<file path="config.mk">
export PLATFORM = sky130hd
export DESIGN_NAME = pipe_stage_skid
export DESIGN_NICKNAME = d
export VERILOG_FILES = /design/src/rtl/pipe_pkg.sv /design/src/rtl/pipe_entry_reg.sv /design/src/rtl/pipe_stage_skid.sv
export SDC_FILE = /design/constraint.sdc
export NUM_CORES = 1
export LEC_CHECK = 0
export CORE_ASPECT_RATIO = 0.7
export CORE_MARGIN = 2
export CORE_UTILIZATION = 45
export CTS_CLUSTER_SIZE = 40
export DETAILED_ROUTE_END_ITERATION = 8
export DONT_BUFFER_PORTS = 1
export PLACE_DENSITY = 0.59
export SLEW_MARGIN = 20
export SYNTH_ARGS = -nofsm -noshare
export SYNTH_HDL_FRONTEND = slang
export SYNTH_SLANG_ARGS = --single-unit
</file>
<file path="constraint.sdc">
create_clock -name clk -period 3.05 [get_ports clk]
set_clock_uncertainty 0.15 [all_clocks]
set_input_delay 0.1525 -clock clk [delete_from_list [all_inputs] [get_ports clk]]
set_output_delay 0.1525 -clock clk [all_outputs]
set_load 0.02 [all_outputs]
</file>
<file path="src/rtl/pipe_pkg.sv">
// pipe_pkg: definitions shared by every inter-stage pipeline register.
//   RESET_PC / EXC_PC : out_pc after reset / after an exception flush
//                       (match Instr_Base_Addr / Exc_Handler_Addr).
//   SIDE_W and offsets: sideband layout {BD, excCode[4:0]}.
//   occ_e             : stage state, encoded directly as the occupancy count.
//   tnew_dec          : saturating Tnew decrement (never wraps below 0).
package pipe_pkg;

  localparam logic [31:0] RESET_PC = 32'h0000_3000;
  localparam logic [31:0] EXC_PC   = 32'h0000_4180;

  localparam int SIDE_W       = 6;
  localparam int SIDE_BD_BIT  = 5;
  localparam int SIDE_EXC_LSB = 0;
  localparam int SIDE_EXC_W   = 5;

  typedef enum logic [1:0] {
    OCC_EMPTY = 2'd0,
    OCC_ONE   = 2'd1,
    OCC_TWO   = 2'd2
  } occ_e;

  function automatic int unsigned tnew_dec(input int unsigned t);
    return (t == 0) ? 0 : t - 1;
  endfunction

endpackage

</file>
<file path="src/rtl/pipe_entry_reg.sv">
// pipe_entry_reg: one storage entry of a pipeline stage (used as head and skid).
//   clk, reset      : clock, synchronous active-high reset (pc <= RESET_PC).
//   flush           : clears the entry and loads EXC_PC; beats load.
//   load            : capture wr_* this edge.
//   wr_pc/side/data/tnew : value to capture.
//   pc/side/data/tnew    : stored value.
module pipe_entry_reg
  import pipe_pkg::*;
#(
  parameter int          DATA_W       = 128,
  parameter int          ENT_SIDE_W   = SIDE_W,
  parameter int          TNEW_W       = 3,
  parameter logic [31:0] ENT_RESET_PC = RESET_PC,
  parameter logic [31:0] ENT_EXC_PC   = EXC_PC
) (
  input  logic                  clk,
  input  logic                  reset,
  input  logic                  flush,
  input  logic                  load,
  input  logic [31:0]           wr_pc,
  input  logic [ENT_SIDE_W-1:0] wr_side,
  input  logic [DATA_W-1:0]     wr_data,
  input  logic [TNEW_W-1:0]     wr_tnew,
  output logic [31:0]           pc,
  output logic [ENT_SIDE_W-1:0] side,
  output logic [DATA_W-1:0]     data,
  output logic [TNEW_W-1:0]     tnew
);

  always_ff @(posedge clk) begin
    if (reset) begin
      pc   <= ENT_RESET_PC;
      side <= '0;
      data <= '0;
      tnew <= '0;
    end else if (flush) begin
      pc   <= ENT_EXC_PC;
      side <= '0;
      data <= '0;
      tnew <= '0;
    end else if (load) begin
      pc   <= wr_pc;
      side <= wr_side;
      data <= wr_data;
      tnew <= wr_tnew;
    end
  end

endmodule

</file>
<file path="src/rtl/pipe_stage_skid.sv">
// pipe_stage_skid: inter-stage pipeline register with valid/ready handshake
// and a 2-entry skid buffer (head drives out_*, skid absorbs one extra entry).
//   clk, reset            : clock, synchronous active-high reset.
//   in_valid / in_ready   : upstream handshake; in_ready is registered.
//   in_pc/side/data/tnew  : entry fields; bubble turns the accepted entry into a nop.
//   flush                 : kills all entries, out_pc <= EXC_PC.
//   out_valid / out_ready : downstream handshake.
//   out_pc/side/data/tnew : head entry.
//   occupancy             : entries held (0..2); this is also the FSM state.
//
// Handshake: a transfer happens on an edge where valid and ready are both 1
// (acc = in_valid & in_ready, pop = out_valid & out_ready). A source holding
// valid keeps its fields stable until the transfer; valid never waits on ready.
// A flush cycle transfers nothing in either direction.
module pipe_stage_skid
  import pipe_pkg::*;
#(
  parameter int          DATA_W    = 128,
  parameter int          SIDE_W    = pipe_pkg::SIDE_W,
  parameter int          TNEW_W    = 3,
  parameter int          TNEW_DEC  = 1,
  parameter logic [31:0] RESET_PC  = pipe_pkg::RESET_PC,
  parameter logic [31:0] EXC_PC    = pipe_pkg::EXC_PC
) (
  input  logic              clk,
  input  logic              reset,
  input  logic              in_valid,
  output logic              in_ready,
  input  logic [31:0]       in_pc,
  input  logic [SIDE_W-1:0] in_side,
  input  logic [DATA_W-1:0] in_data,
  input  logic [TNEW_W-1:0] in_tnew,
  input  logic              bubble,
  input  logic              flush,
  output logic              out_valid,
  input  logic              out_ready,
  output logic [31:0]       out_pc,
  output logic [SIDE_W-1:0] out_side,
  output logic [DATA_W-1:0] out_data,
  output logic [TNEW_W-1:0] out_tnew,
  output logic [1:0]        occupancy
);

  occ_e state_q, state_d;
  logic in_ready_q;
  logic acc, pop;
  logic head_load, skid_load, head_from_skid;

  // Transformed incoming entry (bubble -> nop that keeps pc/side).
  logic [DATA_W-1:0] ent_data;
  logic [TNEW_W-1:0] ent_tnew;

  // Skid contents and the head write mux.
  logic [31:0]       skid_pc;
  logic [SIDE_W-1:0] skid_side;
  logic [DATA_W-1:0] skid_data;
  logic [TNEW_W-1:0] skid_tnew;
  logic [31:0]       head_wr_pc;
  logic [SIDE_W-1:0] head_wr_side;
  logic [DATA_W-1:0] head_wr_data;
  logic [TNEW_W-1:0] head_wr_tnew;

  assign in_ready  = in_ready_q;
  assign out_valid = (state_q != OCC_EMPTY);
  assign occupancy = state_q;
  assign acc       = in_valid & in_ready_q;
  assign pop       = out_valid & out_ready;

  always_comb begin
    ent_data = in_data;
    ent_tnew = in_tnew;
    if (TNEW_DEC != 0) begin
      ent_tnew = TNEW_W'(tnew_dec(32'(in_tnew)));
    end
    if (bubble) begin
      ent_data = '0;
      ent_tnew = '0;
    end
  end

  always_comb begin
    state_d        = state_q;
    head_load      = 1'b0;
    skid_load      = 1'b0;
    head_from_skid = 1'b0;
    case (state_q)
      OCC_EMPTY: begin
        if (acc) begin
          head_load = 1'b1;
          state_d   = OCC_ONE;
        end
      end
      OCC_ONE: begin
        if (acc && pop) begin
          head_load = 1'b1;           // pass-through, occupancy unchanged
        end else if (acc) begin
          skid_load = 1'b1;
          state_d   = OCC_TWO;
        end else if (pop) begin
          state_d   = OCC_EMPTY;      // head keeps its last value
        end
      end
      OCC_TWO: begin
        // in_ready is 0 here, so only a pop can happen.
        if (pop) begin
          head_load      = 1'b1;
          head_from_skid = 1'b1;
          state_d        = OCC_ONE;
        end
      end
      default: state_d = OCC_EMPTY;
    endcase
    if (flush) begin
      state_d = OCC_EMPTY;
    end
  end

  always_ff @(posedge clk) begin
    if (reset) begin
      state_q    <= OCC_EMPTY;
      in_ready_q <= 1'b1;
    end else begin
      state_q    <= state_d;
      in_ready_q <= (state_d != OCC_TWO);
    end
  end

  always_comb begin
    head_wr_pc   = in_pc;
    head_wr_side = in_side;
    head_wr_data = ent_data;
    head_wr_tnew = ent_tnew;
    if (head_from_skid) begin
      head_wr_pc   = skid_pc;
      head_wr_side = skid_side;
      head_wr_data = skid_data;
      head_wr_tnew = skid_tnew;
    end
  end

  pipe_entry_reg #(
    .DATA_W(DATA_W), .ENT_SIDE_W(SIDE_W), .TNEW_W(TNEW_W),
    .ENT_RESET_PC(RESET_PC), .ENT_EXC_PC(EXC_PC)
  ) u_head (
    .clk(clk), .reset(reset), .flush(flush), .load(head_load),
    .wr_pc(head_wr_pc), .wr_side(head_wr_side),
    .wr_data(head_wr_data), .wr_tnew(head_wr_tnew),
    .pc(out_pc), .side(out_side), .data(out_data), .tnew(out_tnew)
  );

  pipe_entry_reg #(
    .DATA_W(DATA_W), .ENT_SIDE_W(SIDE_W), .TNEW_W(TNEW_W),
    .ENT_RESET_PC(RESET_PC), .ENT_EXC_PC(EXC_PC)
  ) u_skid (
    .clk(clk), .reset(reset), .flush(flush), .load(skid_load),
    .wr_pc(in_pc), .wr_side(in_side),
    .wr_data(ent_data), .wr_tnew(ent_tnew),
    .pc(skid_pc), .side(skid_side), .data(skid_data), .tnew(skid_tnew)
  );

endmodule
</file>
==> results of run 1 <==
## routing by layer
| layer | routed length, um | track usage (%) | vias up |
|---|---|---|---|
| met5 | 0 | 0 | - |
| li1 | - | - | 6288 |
| met2 | 18500 | 37.1 | 388 |
| met1 | 17500 | 31.3 | 5882 |
| met3 | 3080 | 6.81 | 71 |
| met4 | 1030 | 7.32 | 0 |
## final cells by class
type	instances	area, um^2
clock buffers	52	1060
repair buffers	201	2170
multi-input cells	1332	6540
well taps	420	526
inverters	4	15.0
flip-flops and latches	341	6830
clock inverters	6	55.1
fillers	2832	13800
diodes	2	5.00
## logic make-up after synthesis
kind of cell             after synthesis  synth area share [%]
AO/OA/AOI/OAI                        344                  16.9
multiplexers                           6                 0.426
AND/OR/NAND/NOR                      980                  28.8
adder cells (fa/ha/maj)                2                 0.177
buffers and inverters                168                  5.33
flip-flops                           341                  48.4
## cell usage in the layout (no fill, tap or decap), types with 2 or more instances in the layout
cell / Yosys / final
a21oi_1: 166 / 166
a311oi_1: 166 / 166
a31oi_1: 4 / 4
and3_1: 2 / 2
buf_12: 0 / 16
buf_4: 6 / 6
clkbuf_1: 89 / 7
clkbuf_16: 0 / 37
clkbuf_8: 0 / 8
clkinv_2: 0 / 5
dfxtp_1: 341 / 341
diode_2: 0 / 2
dlygate4sd3_1: 0 / 178
ha_1: 2 / 2
inv_1: 4 / 4
mux2i_1: 6 / 6
nand2_1: 665 / 664
nand3b_1: 2 / 2
nor2_1: 168 / 168
nor2b_1: 129 / 129
nor3_1: 4 / 4
o21ai_0: 2 / 2
o31ai_1: 3 / 3
## state kept, by name, summed over array words and instances, names as in the netlist
register / cells
u_head.data: 128
u_skid.data: 128
u_head.pc: 32
u_skid.pc: 32
u_head.side: 6
u_skid.side: 6
u_head.tnew: 3
u_skid.tnew: 3
occupancy: 2
in_ready: 1
## worst register-to-register path: cells and delay by family (launching register included)
kind            cells  cell delay (ns)
mux                 1             0.23
flops               1             0.54
compound gates      1             0.31
simple gates        1             0.28
buf+inv             2             1.25
## power by group
group	internal [mW]	switching (mW)
Clock	2.48	1.73
Sequential	4.58	0.249
Combinational	0.376	0.489
Total	7.44	2.47
## how the worst min path moves through the flow
stage / start / to / depth (start not counted)
finish: in_valid / u_skid.pc[0] / 4
global route: in_valid / occupancy[1] / 4
CTS: in_valid / occupancy[0] / 4
detailed placement: reset / u_head.pc[7] / 1
global placement: reset / u_skid.pc[14] / 1
floorplan: reset / u_skid.pc[14] / 1
## repair_timing
action                                 4_1_cts  5_1_grt
setup buffers                                0        0
hold buffers                               179        0
endpoints found under the hold margin      341        0
==> impl_metrics.env, run 1 <==
export IMPL_status="finished clean"
export IMPL_fin_crit_ns=2.82
export IMPL_crit_end="u_head.pc[14]"
export IMPL_r2r_start="occupancy[0]"
export IMPL_cts_num_sinks=341
export IMPL_synth_cells=1841
export IMPL_stdcell_area_mm2=0.0172
export IMPL_drc=0
export IMPL_ctsHtreeMaxLevel=2
export IMPL_rr_worst_depth=5
export IMPL_wirelength_um=40100
export IMPL_placed_area_mm2=0.0143
export IMPL_vdd_drop_max_mv=0.390
export IMPL_power_density_mw_per_mm2=576
export IMPL_worst_pin_slew_ns=0.881
export IMPL_synth_most_common_cell="nand2_1"
export IMPL_synth_top_area_share_pct=48.4
export IMPL_holdWs_ns=0.0741
export IMPL_ys_seq_elements=341
export IMPL_drt_iter0_drc=1042
export IMPL_post_route_period_util_pct=92.4
export IMPL_synthTopCellsByArea="dfxtp_1 (48%), nand2_1 (18%), a311oi_1 (10%), a21oi_1 (5.9%), nor2b_1 (5.7%)"
export IMPL_gp_congestion=0.807
export IMPL_wl_per_cell_um=17.0
export IMPL_synthArstFlopShare_pct=0
export IMPL_grt_usage_pct=23.6
export IMPL_cp_startpoint="occupancy[0]"
export IMPL_fin_ws_ns=0.231
export IMPL_finalCoreUtilization_pct=55.5
export IMPL_synthesis_area_mm2=0.0141
export IMPL_synth_distinct_cells=34
export IMPL_slew_headroom_pct=41.3
export IMPL_clock_root_buffer="clkbuf_16"
export IMPL_avgViaCountPerCell=5.36
export IMPL_seq_area_frac_synth_pct=48.4
export IMPL_critPathArrivalTime_ns=3.12
export IMPL_grt_start_max_net_pins=170
export IMPL_cts_buffers=35
export IMPL_cp_num_buf_inv=2
export IMPL_ant_nets=0
export IMPL_path_cells="nand3b_1 -> buf_12 -> mux2i_1 -> a311oi_1 -> dlygate4sd3_1"
export IMPL_synth_enable_flop_cells=0
export IMPL_io_buffer_count=0
export IMPL_cp_slowest_cell="buf_12"
export IMPL_reg2reg_slack_ns=0.23
export IMPL_hold_path_class="in -> reg"
export IMPL_post_cts_resized=0
export IMPL_p_total_mw=9.91
export IMPL_die_height_um=152
export IMPL_start_util_pct=45.5
export IMPL_synthesis_nets=2018
export IMPL_synth_top_area_cell="dfxtp_1"
export IMPL_clock_latency_ns=0.51
export IMPL_gr_total_overflow=0
export IMPL_r2r_end="u_head.pc[14]"
export IMPL_setup_tns_ns=0
export IMPL_via_count=12600
export IMPL_leakage_nw=5.94
export IMPL_post_place_ws_ns=0.792
export IMPL_ys_warnings_count=0
export IMPL_cp_max_fo=169
export IMPL_io_pins=348
export IMPL_avgSynthCellArea_um2=7.66
export IMPL_coreArea_mm2=0.0310
export IMPL_synth_common_cells="nand2_1 (665), dfxtp_1 (341), nor2_1 (168)"
export IMPL_worstSetupPathType="reg -> reg"
export IMPL_dr_pass1_iters=5
export IMPL_area_growth_pct=22.0
export IMPL_slowest_delay_ns=0.66
export IMPL_hold_viol=0
export IMPL_clk_pin_slew_ns=0.06
export IMPL_cp_start_kind="flip-flop"
export IMPL_endpoint_kind="flip-flop"
export IMPL_slew_violations=0
export IMPL_dp_cells=2119
export IMPL_crit_family="buffers and inverters"
export IMPL_cts_tree="built"
export IMPL_final_cells=2358
export IMPL_fp_dieW_um=216
export IMPL_cp_depth=5
export IMPL_maxCapViolations=0
export IMPL_grt_pass1_wl_um=64000
export IMPL_num_rows=54
export IMPL_required_ns=3.35
export IMPL_setup_viol=0
export IMPL_die_area_mm2=0.0328
export IMPL_max_freq_mhz=355
export IMPL_post_route_cells_drive_above_1_share_pct=4.18
export IMPL_synth_flop_cell="dfxtp_1"
export IMPL_place_hpwl_um=22600
export IMPL_cts_max_path_buffers=3
export IMPL_grt_pass1_vias=11700
export IMPL_nNetsFinal=2092
export IMPL_antenna_found_initial=2
export IMPL_rsz0062_at_grt="false"
Note: power is estimated with default switching activity, not from simulation.
==> run 2: changes to the inputs <==
Settings changed: CELL_PAD_IN_SITES_DETAIL_PLACEMENT set to 1, CELL_PAD_IN_SITES_GLOBAL_PLACEMENT set to 1, MAX_ROUTING_LAYER set to met4, PLACE_DENSITY 0.59 to 0.77.
==> run 2 against run 1 <==
Compared with the run above:
- sequential power about the same
- sequential share of layout area about the same
- register-to-register slack got worse by 0.07 ns
- first-iteration DRC count fell by 20%
- wire length rose by 22%
- combinational power increased by 5.2%
- critical path type unchanged
- largest power group unchanged
- highest routed layer unchanged
==> impl_metrics.env, run 2 (synthesis results as in run 1) <==
export IMPL_start_util_pct=45.5
export IMPL_io_buffer_count=0
export IMPL_slowest_delay_ns=0.66
export IMPL_drt_iter0_drc=838
export IMPL_ant_nets=0
export IMPL_hold_path_class="in -> reg"
export IMPL_fp_dieW_um=216
export IMPL_num_rows=54
export IMPL_status="finished clean"
export IMPL_endpoint_kind="flip-flop"
export IMPL_grt_usage_pct=29.7
export IMPL_cp_num_buf_inv=1
export IMPL_final_cell_mix="nand2_1 (664), dfxtp_1 (341), dlygate4sd3_1 (177), nor2_1 (168)"
export IMPL_maxCapViolations=0
export IMPL_io_pins=348
export IMPL_antenna_found_initial=5
export IMPL_power_density_mw_per_mm2=583
export IMPL_via_count=13400
export IMPL_coreArea_mm2=0.0310
export IMPL_wirelength_um=48900
export IMPL_post_route_cells_drive_above_1_share_pct=4.28
export IMPL_clock_latency_ns=0.51
export IMPL_cts_hold_buffers=178
export IMPL_drc=0
export IMPL_gp_congestion=0.824
export IMPL_grt_pass1_vias=13800
export IMPL_critPathArrivalTime_ns=3.17
export IMPL_slew_headroom_pct=37.5
export IMPL_cts_repair_timing_setup_buffer_count=0
export IMPL_cp_start_kind="flip-flop"
export IMPL_cts_buffers=35
export IMPL_wl_per_cell_um=20.7
export IMPL_clock_root_buffer="clkbuf_16"
export IMPL_fin_crit_ns=2.89
export IMPL_required_ns=3.33
export IMPL_gr_total_overflow=0
export IMPL_cp_max_fo=46
export IMPL_finalCoreUtilization_pct=55.4
export IMPL_area_growth_pct=21.9
export IMPL_max_freq_mhz=347
export IMPL_rsz0062_at_grt="false"
export IMPL_setup_tns_ns=0
export IMPL_cts_tree="built"
export IMPL_grt_pass1_wl_um=76800
export IMPL_die_area_mm2=0.0328
export IMPL_post_cts_resized=0
export IMPL_cp_slowest_cell="or3_4"
export IMPL_cts_num_sinks=341
export IMPL_slew_violations=0
export IMPL_place_hpwl_um=26000
export IMPL_setup_viol=0
export IMPL_grt_start_max_net_pins=149
export IMPL_leakage_nw=5.94
export IMPL_post_place_ws_ns=0.655
export IMPL_cts_max_path_buffers=3
export IMPL_ctsHtreeMaxLevel=2
export IMPL_reg_top3="u_head.data (128), u_skid.data (128)"
export IMPL_fin_ws_ns=0.164
export IMPL_vdd_drop_max_mv=0.439
export IMPL_dr_pass1_iters=6
export IMPL_path_cells="nand2_1 -> or3_4 -> or4_1 -> dlygate4sd3_1 -> a21oi_1"
export IMPL_clk_pin_slew_ns=0.06
export IMPL_worstSetupPathType="reg -> reg"
export IMPL_hold_viol=0
export IMPL_final_common_cell="nand2_1"
export IMPL_worst_pin_slew_ns=0.937
export IMPL_crit_family="simple AND/OR/NAND/NOR gates"
export IMPL_nNetsFinal=2092
export IMPL_die_height_um=152
export IMPL_post_route_period_util_pct=94.6
export IMPL_avgViaCountPerCell=5.67
## run 2: path summary, 6_finish.rpt
check | cells after the start | start | slack (ns) | endpoint
worst max-delay path | 5 | in_ready | 0.16 | u_skid.tnew[0]
worst max register to register | 5 | in_ready | 0.16 | u_skid.tnew[0]
worst min register to register | 2 | u_skid.data[111] | 0.30 | u_skid.data[111]
worst min-delay path | 4 | in_valid | 0.06 | occupancy[1]
## run 2: tightest hold or removal path, cell delays in order
cell and delay [ns]:
nand2_1 0.16, nor2_1 0.14, mux2i_1 0.10, nor3_1 0.12
## run 2: power breakdown
| group | leakage [nW] | internal (mW) | switching, mW | total (mW) |
|---|---|---|---|---|
| clock | 0.554 | 2.47 | 1.81 | 4.28 |
| sequential | 2.77 | 4.58 | 0.258 | 4.84 |
| combinational | 2.61 | 0.373 | 0.537 | 0.910 |
| total | 5.94 | 7.43 | 2.60 | 10.0 |
## run 2: per-stage QoR
stage | instances | hold WS, ns | area (um^2) | power [mW]
after detailed placement | 2120 | 0.0797 | 14300 | 5.58
after global routing | 2363 | 0.0933 | 17200 | 10.4
final | 2363 | 0.0644 | 17200 | 10.0
after CTS | 2358 | 0.0398 | 17200 | 10.1
after global placement | 2120 | 0.0738 | 14300 | 5.55
after floorplan | 1841 | 0.0719 | 14100 | 5.42
## run 2: cell type report
| type | instances | area, um^2 |
|---|---|---|
| fill | 3659 | 13800 |
| sequential | 341 | 6830 |
| multi-input combinational | 1332 | 6540 |
| timing repair buffer | 201 | 2150 |
| clock buffer | 52 | 1050 |
| tap | 420 | 526 |
| clock inverter | 8 | 67.6 |
| inverter | 4 | 15.0 |
| antenna | 5 | 12.5 |
## run 2: routing by layer
metal,vias up,track usage (%),share of wire (%)
met5,-,-,0
met4,0,11.7,4.0
met3,131,7.39,6.4
met2,401,48.6,48
met1,6581,35.2,42
li1,6276,-,-
